--- config.mk ---
export PLATFORM = sky130hd
export DESIGN_NAME = pipelined_adder
export DESIGN_NICKNAME = d
export VERILOG_FILES = /design/src/rtl/pipelined_adder.sv
export SDC_FILE = /design/constraint.sdc
export NUM_CORES = 1
export LEC_CHECK = 0
export CAP_MARGIN = 20
export CORE_MARGIN = 1.5
export CORE_UTILIZATION = 49
export DETAILED_ROUTE_END_ITERATION = 10
export GPL_ROUTABILITY_DRIVEN = 0
export PLACE_DENSITY = 0.76
export SLEW_MARGIN = 25
export SYNTH_ARGS = -nofsm -noshare
export SYNTH_HDL_FRONTEND = slang
export SYNTH_SLANG_ARGS = --single-unit
export TNS_END_PERCENT = 10
--- constraint.sdc ---
create_clock -name clk -period 2.86 [get_ports clk]
set_input_delay 0.572 -clock clk [delete_from_list [all_inputs] [get_ports clk]]
set_output_delay 0.572 -clock clk [all_outputs]
set_load 0.1 [all_outputs]
--- src/rtl/pipelined_adder.sv ---
// pipelined_adder: WIDTH-bit add/subtract unit whose carry chain is cut into
// STAGES equal segments with one register stage per segment. Each stage
// register carries one vector that holds the finished lower sum segments in
// its low bits and the not-yet-added operand A bits in its high bits, plus the
// effective B operand, the segment carry and the beat valid bit. A single
// global enable (advance) freezes every stage while the sink stalls.

module pipelined_adder #(
  parameter int WIDTH  = 16,
  parameter int STAGES = 4
) (
  input  logic             clk,
  input  logic             rst,
  input  logic             in_valid,
  output logic             in_ready,
  input  logic [WIDTH-1:0] in_a,
  input  logic [WIDTH-1:0] in_b,
  input  logic             in_cin,
  input  logic             in_sub,
  output logic             out_valid,
  input  logic             out_ready,
  output logic [WIDTH-1:0] out_sum,
  output logic             out_cout,
  output logic             out_ovf
);

  localparam int SEG  = WIDTH / STAGES;
  localparam int LAST = STAGES - 1;

  // One carry segment: SEG-bit add with carry-in, result carries out in MSB.
  function automatic logic [SEG:0] seg_add(input logic [SEG-1:0] a,
                                           input logic [SEG-1:0] b,
                                           input logic           c);
    seg_add = {1'b0, a} + {1'b0, b} + {{SEG{1'b0}}, c};
  endfunction

  // Stage registers (index k = output of stage k; LAST drives the outputs).
  logic [STAGES-1:0] vld_r;
  logic [STAGES-1:0] carry_r;
  logic [WIDTH-1:0]  acc_r  [STAGES];
  logic [WIDTH-1:0]  beff_r [STAGES];
  logic              ovf_r;

  // Combinational stage inputs and next values.
  logic              advance_s;
  logic [WIDTH-1:0]  acc_in_s  [STAGES];
  logic [WIDTH-1:0]  beff_in_s [STAGES];
  logic [WIDTH-1:0]  acc_nxt_s [STAGES];
  logic [STAGES-1:0] cin_s;
  logic [STAGES-1:0] vin_s;
  logic [STAGES-1:0] cout_s;
  logic              ovf_nxt_s;
  logic [SEG:0]      seg_s;

  // Whole pipeline moves only when the output slot is free or being drained.
  always_comb begin
    advance_s = ~vld_r[LAST] | out_ready;
  end

  // Route each stage's inputs: stage 0 takes the prepared operands, later
  // stages take the previous stage's registers.
  always_comb begin
    cin_s        = '0;
    vin_s        = '0;
    acc_in_s[0]  = in_a;
    beff_in_s[0] = in_b;
    if (in_sub) begin
      beff_in_s[0] = ~in_b;
      cin_s[0]     = 1'b1;
    end else begin
      beff_in_s[0] = in_b;
      cin_s[0]     = in_cin;
    end
    vin_s[0] = in_valid;
    for (int k = 1; k < STAGES; k++) begin
      acc_in_s[k]  = acc_r[k-1];
      beff_in_s[k] = beff_r[k-1];
      cin_s[k]     = carry_r[k-1];
      vin_s[k]     = vld_r[k-1];
    end
  end

  // Add segment k in stage k and splice its sum into the travelling vector;
  // overflow is carry-into-MSB XOR carry-out, taken from the last segment.
  always_comb begin
    seg_s  = '0;
    cout_s = '0;
    for (int k = 0; k < STAGES; k++) begin
      acc_nxt_s[k] = acc_in_s[k];
      seg_s = seg_add(acc_in_s[k][k*SEG +: SEG], beff_in_s[k][k*SEG +: SEG], cin_s[k]);
      acc_nxt_s[k][k*SEG +: SEG] = seg_s[SEG-1:0];
      cout_s[k] = seg_s[SEG];
    end
    ovf_nxt_s = acc_in_s[LAST][WIDTH-1] ^ beff_in_s[LAST][WIDTH-1]
              ^ acc_nxt_s[LAST][WIDTH-1] ^ cout_s[LAST];
  end

  // Stage registers: clear on reset, advance together, hold on stall.
  always_ff @(posedge clk) begin
    if (rst) begin
      vld_r   <= '0;
      carry_r <= '0;
      ovf_r   <= 1'b0;
      for (int k = 0; k < STAGES; k++) begin
        acc_r[k]  <= '0;
        beff_r[k] <= '0;
      end
    end else if (advance_s) begin
      vld_r   <= vin_s;
      carry_r <= cout_s;
      ovf_r   <= ovf_nxt_s;
      for (int k = 0; k < STAGES; k++) begin
        acc_r[k]  <= acc_nxt_s[k];
        beff_r[k] <= beff_in_s[k];
      end
    end
  end

  assign in_ready  = advance_s & ~rst;
  assign out_valid = vld_r[LAST];
  assign out_sum   = acc_r[LAST];
  assign out_cout  = carry_r[LAST];
  assign out_ovf   = ovf_r;

endmodule
==> results.cfg, run 1 <==
[final_layout]
final_net_count = 414
antenna_cells = 0
filler_cell_count = 649
post_route_cells_drive_above_1_share_pct = 11.9
area.growth.synth_to_final_pct = 20.4

[timing]
max_freq_mhz = 410
tightest_slew_ns = 0.460
final-max-slew-violation-count = 0
unrepaired_setup_endpoints_after_global_routing = no
final-setup-viol-count = 0
relSlewSlack_pct = 69.4
skew_ns = 0.0118
fin_setup_tns_ns = 0
period_needed_ns = 2.44
setup_ws_ns = 0.422
period_share_pct = 85.2
hold_viol = 0

[pwr]
total_leakage_power_nw = 2.11
power.share.switching_pct = 22.4
netSwitchingPower_uw = 646
power.ir.vdd_worst_uv = 221
p_comb_share_pct = 12.6
power_mw = 2.89
power.density_mw_per_mm2 = 573
clockPowerShare_pct = 29.6
seqPwrFrac_pct = 57.8
pint_mw = 2.24

[global_routing]
combined_global_route_utilization_of_all_metal_layers_pct = 12.2
wire_length_of_the_first_global_routing_pass_um = 8090
antenna_found_initial = 0
grt-ovfl-total = 0
first_global_vias = 1876
pin_count_of_the_biggest_net_entering_global_routing = 92

[critical_path]
worst-r2r-setup-slack_ns = 1.02
critPathCaptureType = register
critPathMaxFanout = 15
rr_startpoint = acc_r[2][12]
worst_r2r_endpoint = out_ovf
worst_setup_path_start_kind = input port
critical_path_required_ns = 2.95
timing.critical_path.arrival_ns = 2.53
timing_worst_setup_path_type = in -> reg
worst_r2r_path_depth = 8

[synthesis]
synth_async_sr_flop_share_pct = 0
ys_warn_count = 0
synthTopCellsByArea = sky130_fd_sc_hd__edfxtp_1 (63%), sky130_fd_sc_hd__and2_1 (9.6%), sky130_fd_sc_hd__dfxtp_1 (4.3%)
netlist-cell-type-count = 30
yosys.area.top_type = sky130_fd_sc_hd__edfxtp_1
postSynthRegisterBits = 97
synth-main-ff-cell = sky130_fd_sc_hd__edfxtp_1
synth_top_area_share_pct = 63.1
synthCells = 295
list_of_most_frequent_post_synthesis_cells = sky130_fd_sc_hd__edfxtp_1 (88), sky130_fd_sc_hd__and2_1 (64), sky130_fd_sc_hd__nor2_1 (24), sky130_fd_sc_hd__inv_1 (17), sky130_fd_sc_hd__xnor2_1 (15)
synthMostInstantiatedCell = sky130_fd_sc_hd__edfxtp_1
syn_nets = 353
count_of_flip_flops_with_a_built_in_enable_after_synthesis = 88
syn_area_per_cell_sq_um = 14.2
mappedNetlistArea_sq_mm = 0.00419
synth-seq-area-share_pct = 67.4

[floorplanning]
io_pins = 58
core_area_sq_mm = 0.00826
fp.dieH_um = 95.4
number_of_core_rows = 33
initial_standard_cell_utilization_of_the_core_pct = 50.7
chipWidth_um = 95.4
design.die.area_sq_mm = 0.00911

[outcome]
run_status = complete, no violations

[route]
routed-via-count = 2162
drt-vias-per-instance = 4.64
drt_pre_antenna_iters = 4
initialDrtViolationCount = 129
wire_per_inst_um = 11.1
drt_wl_total_um = 5190
ant_nets = 0
drc_errors = 0

[clock_network]
clk_latency_ns = 0.35
cts_hold_repair.buffers = 0
clockBufferDepth = 2
cts_tree = built
root_buffer = sky130_fd_sc_hd__clkbuf_8
cts_inserted_buffers = 9
cts_max_level = 3
cts_resized = 0
clkSlewWorstSetupHoldPaths_ns = 0.08
clock_sink_count = 97
post-cts-setup-buffers = 0

[worst_hold_path]
hold_worst_path_end = vld_r[3]
depth_of_the_worst_hold_timing_path = 2
hold_class = reg -> reg
min-delay-start = vld_r[2]

[flow_run]
maxCapViolCount = 0

[placement]
preCtsSetupSlack_ns = 0.0311
detailed_place_hpwl_um = 3420
io_buffer_count = 57
-- layer usage --
layer	vias up	part of all wire (%)	track usage (%)
met4	0	2.1	6.62
met3	7	5.9	4.07
met1	985	42	13.5
li1	1113	-	-
met5	-	0	0
met2	57	50	20.9
-- layout by cell type (no fill, tap or decap), types with 3 or more instances in the layout --
| cell | n |
|---|---|
| sky130_fd_sc_hd__a21o_1 | 5 |
| sky130_fd_sc_hd__a21oi_1 | 8 |
| sky130_fd_sc_hd__xor2_1 | 9 |
| sky130_fd_sc_hd__nor2_1 | 24 |
| sky130_fd_sc_hd__ha_1 | 12 |
| sky130_fd_sc_hd__clkdlybuf4s50_1 | 37 |
| sky130_fd_sc_hd__fa_1 | 8 |
| sky130_fd_sc_hd__inv_1 | 16 |
| sky130_fd_sc_hd__dfxtp_1 | 8 |
| sky130_fd_sc_hd__buf_4 | 23 |
| sky130_fd_sc_hd__and2_1 | 64 |
| sky130_fd_sc_hd__o21ai_0 | 5 |
| sky130_fd_sc_hd__edfxtp_1 | 88 |
| sky130_fd_sc_hd__xnor2_1 | 15 |
| sky130_fd_sc_hd__clkbuf_8 | 11 |
| sky130_fd_sc_hd__clkinv_1 | 3 |
| sky130_fd_sc_hd__nand2_1 | 5 |
-- power by group through the flow --
stage / clock network [mW] / registers (mW) / logic [mW]
final: 0.855 / 1.67 / 0.363
after global routing: 0.937 / 1.68 / 0.394
after CTS: 0.882 / 1.67 / 0.368
after detailed placement: 0 / 1.70 / 0.366
after global placement: 0 / 1.70 / 0.358
after floorplan: 0 / 1.79 / 0.166
-- cells by family after synthesis --
kind of cell,Yosys count,share of synthesized area (%)
AND/OR/NAND/NOR,100,13.5
flip-flops,97,67.4
buffers and inverters,30,3.20
AO/OA/AOI/OAI,24,3.47
XOR/XNOR,24,5.02
adder cells (fa/ha/maj),20,7.41
-- how the worst max path moves through the flow --
stage / from / slack [ns] / cells past startpoint / endpoint
2_1_floorplan: out_ready / 0.005 / 3 / acc_r[0][0]
3_3_place_gp: in_sub / 0.14 / 7 / carry_r[0]
3_5_place_dp: in_sub / 0.03 / 8 / acc_r[0][3]
4_1_cts: in_sub / 0.42 / 8 / acc_r[0][3]
5_1_grt: in_sub / 0.34 / 8 / acc_r[0][3]
6_report: in_sub / 0.42 / 8 / acc_r[0][3]
-- area by class of cell --
type / instances / area (sq um) / area share (%)
Tap cell: 105 / 131 / 2.61
Inverter: 18 / 71.3 / 1.42
Timing Repair Buffer: 62 / 583 / 11.6
Sequential cell: 97 / 2830 / 56.1
Clock inverter: 4 / 41.3 / 0.819
Clock buffer: 12 / 155 / 3.08
Multi-Input combinational cell: 168 / 1230 / 24.4
-- worst max-delay path, stage by stage --
cell and delay, ns:
sky130_fd_sc_hd__clkdlybuf4s50_1 0.53, sky130_fd_sc_hd__buf_4 0.27, sky130_fd_sc_hd__xor2_1 0.28, sky130_fd_sc_hd__ha_1 0.29, sky130_fd_sc_hd__a21o_1 0.16, sky130_fd_sc_hd__a21oi_1 0.18, sky130_fd_sc_hd__xor2_1 0.19, sky130_fd_sc_hd__nor2_1 0.06
-- registers in the layout, summed over array words and instances (netlist names) --
name,flops
acc_r,64
out_ovf,1
beff_r,24
carry_r,4
vld_r,4
-- stage by stage --
| stage | instance area (sq um) | std cells | util [%] | hold slack (ns) |
|---|---|---|---|---|
| after global placement | 4840 | 450 | 58.6 | 0.435 |
| after floorplan | 4190 | 295 | - | 0.415 |
| after detailed placement | 4840 | 450 | 58.6 | 0.445 |
| final | 5040 | 466 | 61.0 | 0.451 |
| after CTS | 5040 | 466 | 61.0 | 0.458 |
| after global routing | 5040 | 466 | 61.0 | 0.482 |
Note: power is estimated with default switching activity, not from simulation.
==> inputs of run 2 (changes only) <==
Settings changed: CORE_MARGIN 1.5 to 2, CORE_UTILIZATION 49 to 58, PLACE_DENSITY 0.76 to 0.84.
Clock period 2.86 ns to 3.1 ns, I/O delays scaled along.
==> run 2 against run 1 <==
Effect of this change: clock-buffer cell count down 1; routed wire length increased by 10%; non-clock buffer count is the same; hold slack improved by 0.013 ns; sequential power shrank 8%; clock power is 4.7% lower; final cell count down 1.9%.
==> results.cfg, run 2 (synthesized netlist as in run 1, its figures left out) <==
[timing]
skew_ns = 0.00590
relSlewSlack_pct = 61.5
final-max-slew-violation-count = 0
period_share_pct = 80.0
hold_viol = 0
max_freq_mhz = 403
period_needed_ns = 2.48
unrepaired_setup_endpoints_after_global_routing = no
tightest_slew_ns = 0.575
final-setup-viol-count = 0
fin_setup_tns_ns = 0

[route]
ant_nets = 0
drc_errors = 0
initialDrtViolationCount = 120
drt_wl_total_um = 5730
drt-vias-per-instance = 4.81
routed-via-count = 2198
wire_per_inst_um = 12.5
drt_pre_antenna_iters = 4

[critical_path]
timing.critical_path.arrival_ns = 2.70
worst-r2r-setup-slack_ns = 1.24
worst_setup_path_start_kind = input port
critPathMaxFanout = 4
critPathCaptureType = register
worst_r2r_path_depth = 8
timing_worst_setup_path_type = in -> reg
critical_path_required_ns = 3.32

[global_routing]
pin_count_of_the_biggest_net_entering_global_routing = 70
first_global_vias = 2051
wire_length_of_the_first_global_routing_pass_um = 9200
antenna_found_initial = 0
grt-ovfl-total = 0
combined_global_route_utilization_of_all_metal_layers_pct = 16.2

[clock_network]
cts_hold_repair.buffers = 0
clk_latency_ns = 0.34
clock_sink_count = 97
clockBufferDepth = 2
cts_inserted_buffers = 9
cts_max_level = 3
root_buffer = sky130_fd_sc_hd__clkbuf_8
cts_tree = built
clkSlewWorstSetupHoldPaths_ns = 0.08
cts_resized = 0
post-cts-setup-buffers = 0

[final_layout]
most_frequent_standard_cell_in_the_layout_excluding_fill_and_tap_cells = sky130_fd_sc_hd__edfxtp_1
area.growth.synth_to_final_pct = 20.2
filler_cell_count = 472
post_route_cells_drive_above_1_share_pct = 13.0
antenna_cells = 0
mostFrequentLayoutCells = sky130_fd_sc_hd__edfxtp_1 (88), sky130_fd_sc_hd__and2_1 (64), sky130_fd_sc_hd__clkdlybuf4s50_1 (37), sky130_fd_sc_hd__nor2_1 (24), sky130_fd_sc_hd__buf_4 (23)
top_register = acc_r
final_net_count = 414
flip_flop_count_of_the_largest_register_all_copies_and_words_added = 64
reg_top3 = acc_r (64), beff_r (24)

[floorplanning]
initial_standard_cell_utilization_of_the_core_pct = 60.6
chipWidth_um = 89.0
design.die.area_sq_mm = 0.00791
number_of_core_rows = 30
io_pins = 58
core_area_sq_mm = 0.00691
fp.dieH_um = 89.0

[pwr]
pint_mw = 2.07
power_mw = 2.69
total_leakage_power_nw = 2.12
clockPowerShare_pct = 30.3
power.density_mw_per_mm2 = 535
power.ir.vdd_worst_uv = 284
seqPwrFrac_pct = 57.2
power.share.switching_pct = 23.0
netSwitchingPower_uw = 620
p_comb_share_pct = 12.5

[outcome]
run_status = complete, no violations

[placement]
detailed_place_hpwl_um = 3840
io_buffer_count = 57

[flow_run]
maxCapViolCount = 0

[worst_hold_path]
hold_class = reg -> reg
depth_of_the_worst_hold_timing_path = 2
-- run 2: critical path, cell delays in order --
cell and delay, ns:
sky130_fd_sc_hd__clkdlybuf4s50_1 0.48, sky130_fd_sc_hd__or2_2 0.34, sky130_fd_sc_hd__fa_1 0.43, sky130_fd_sc_hd__fa_1 0.42, sky130_fd_sc_hd__a21o_1 0.17, sky130_fd_sc_hd__a21oi_1 0.15, sky130_fd_sc_hd__o22ai_1 0.09
-- run 2: power by group through the flow --
stage | clock network (mW) | logic [mW] | registers (mW)
after floorplan | 0 | 0.153 | 1.65
after global placement | 0 | 0.329 | 1.57
after detailed placement | 0 | 0.339 | 1.57
after CTS | 0.828 | 0.342 | 1.54
after global routing | 0.878 | 0.372 | 1.55
final | 0.815 | 0.337 | 1.54
-- run 2: path summary, 6_finish.rpt --
| kind | from | endpoint |
|---|---|---|
| worst max register to register | acc_r[2][12] | out_ovf |
| worst max-delay path | in_sub | carry_r[0] |
| worst min register to register | out_ovf | out_ovf |
| worst min-delay path | out_ovf | out_ovf |
-- run 2: per-stage QoR --
stage	std cells	cell area (sq um)	setup WS, ns	utilization (%)	hold WS (ns)
after floorplan	295	4190	0.183	-	0.418
after global placement	441	4830	0.318	69.9	0.437
after detailed placement	441	4830	0.259	69.9	0.448
after CTS	457	5030	0.608	72.9	0.468
after global routing	457	5030	0.513	72.9	0.501
final	457	5030	0.620	72.9	0.463
-- run 2: layout make-up --
cell class / instances / area (sq um) / share of cell area, %
clock inverters: 5 / 53.8 / 1.07
multi-input cells: 168 / 1230 / 24.4
repair buffers: 62 / 583 / 11.6
clock buffers: 11 / 151 / 3.01
inverters: 18 / 71.3 / 1.42
flip-flops and latches: 97 / 2820 / 56.1
well taps: 96 / 120 / 2.39
-- run 2: metal layers --
metal | wire length (um) | track usage (%)
met4 | 167 | 9.77
met1 | 2360 | 18.4
met2 | 2960 | 27.7
met5 | 0 | 0
met3 | 239 | 3.88
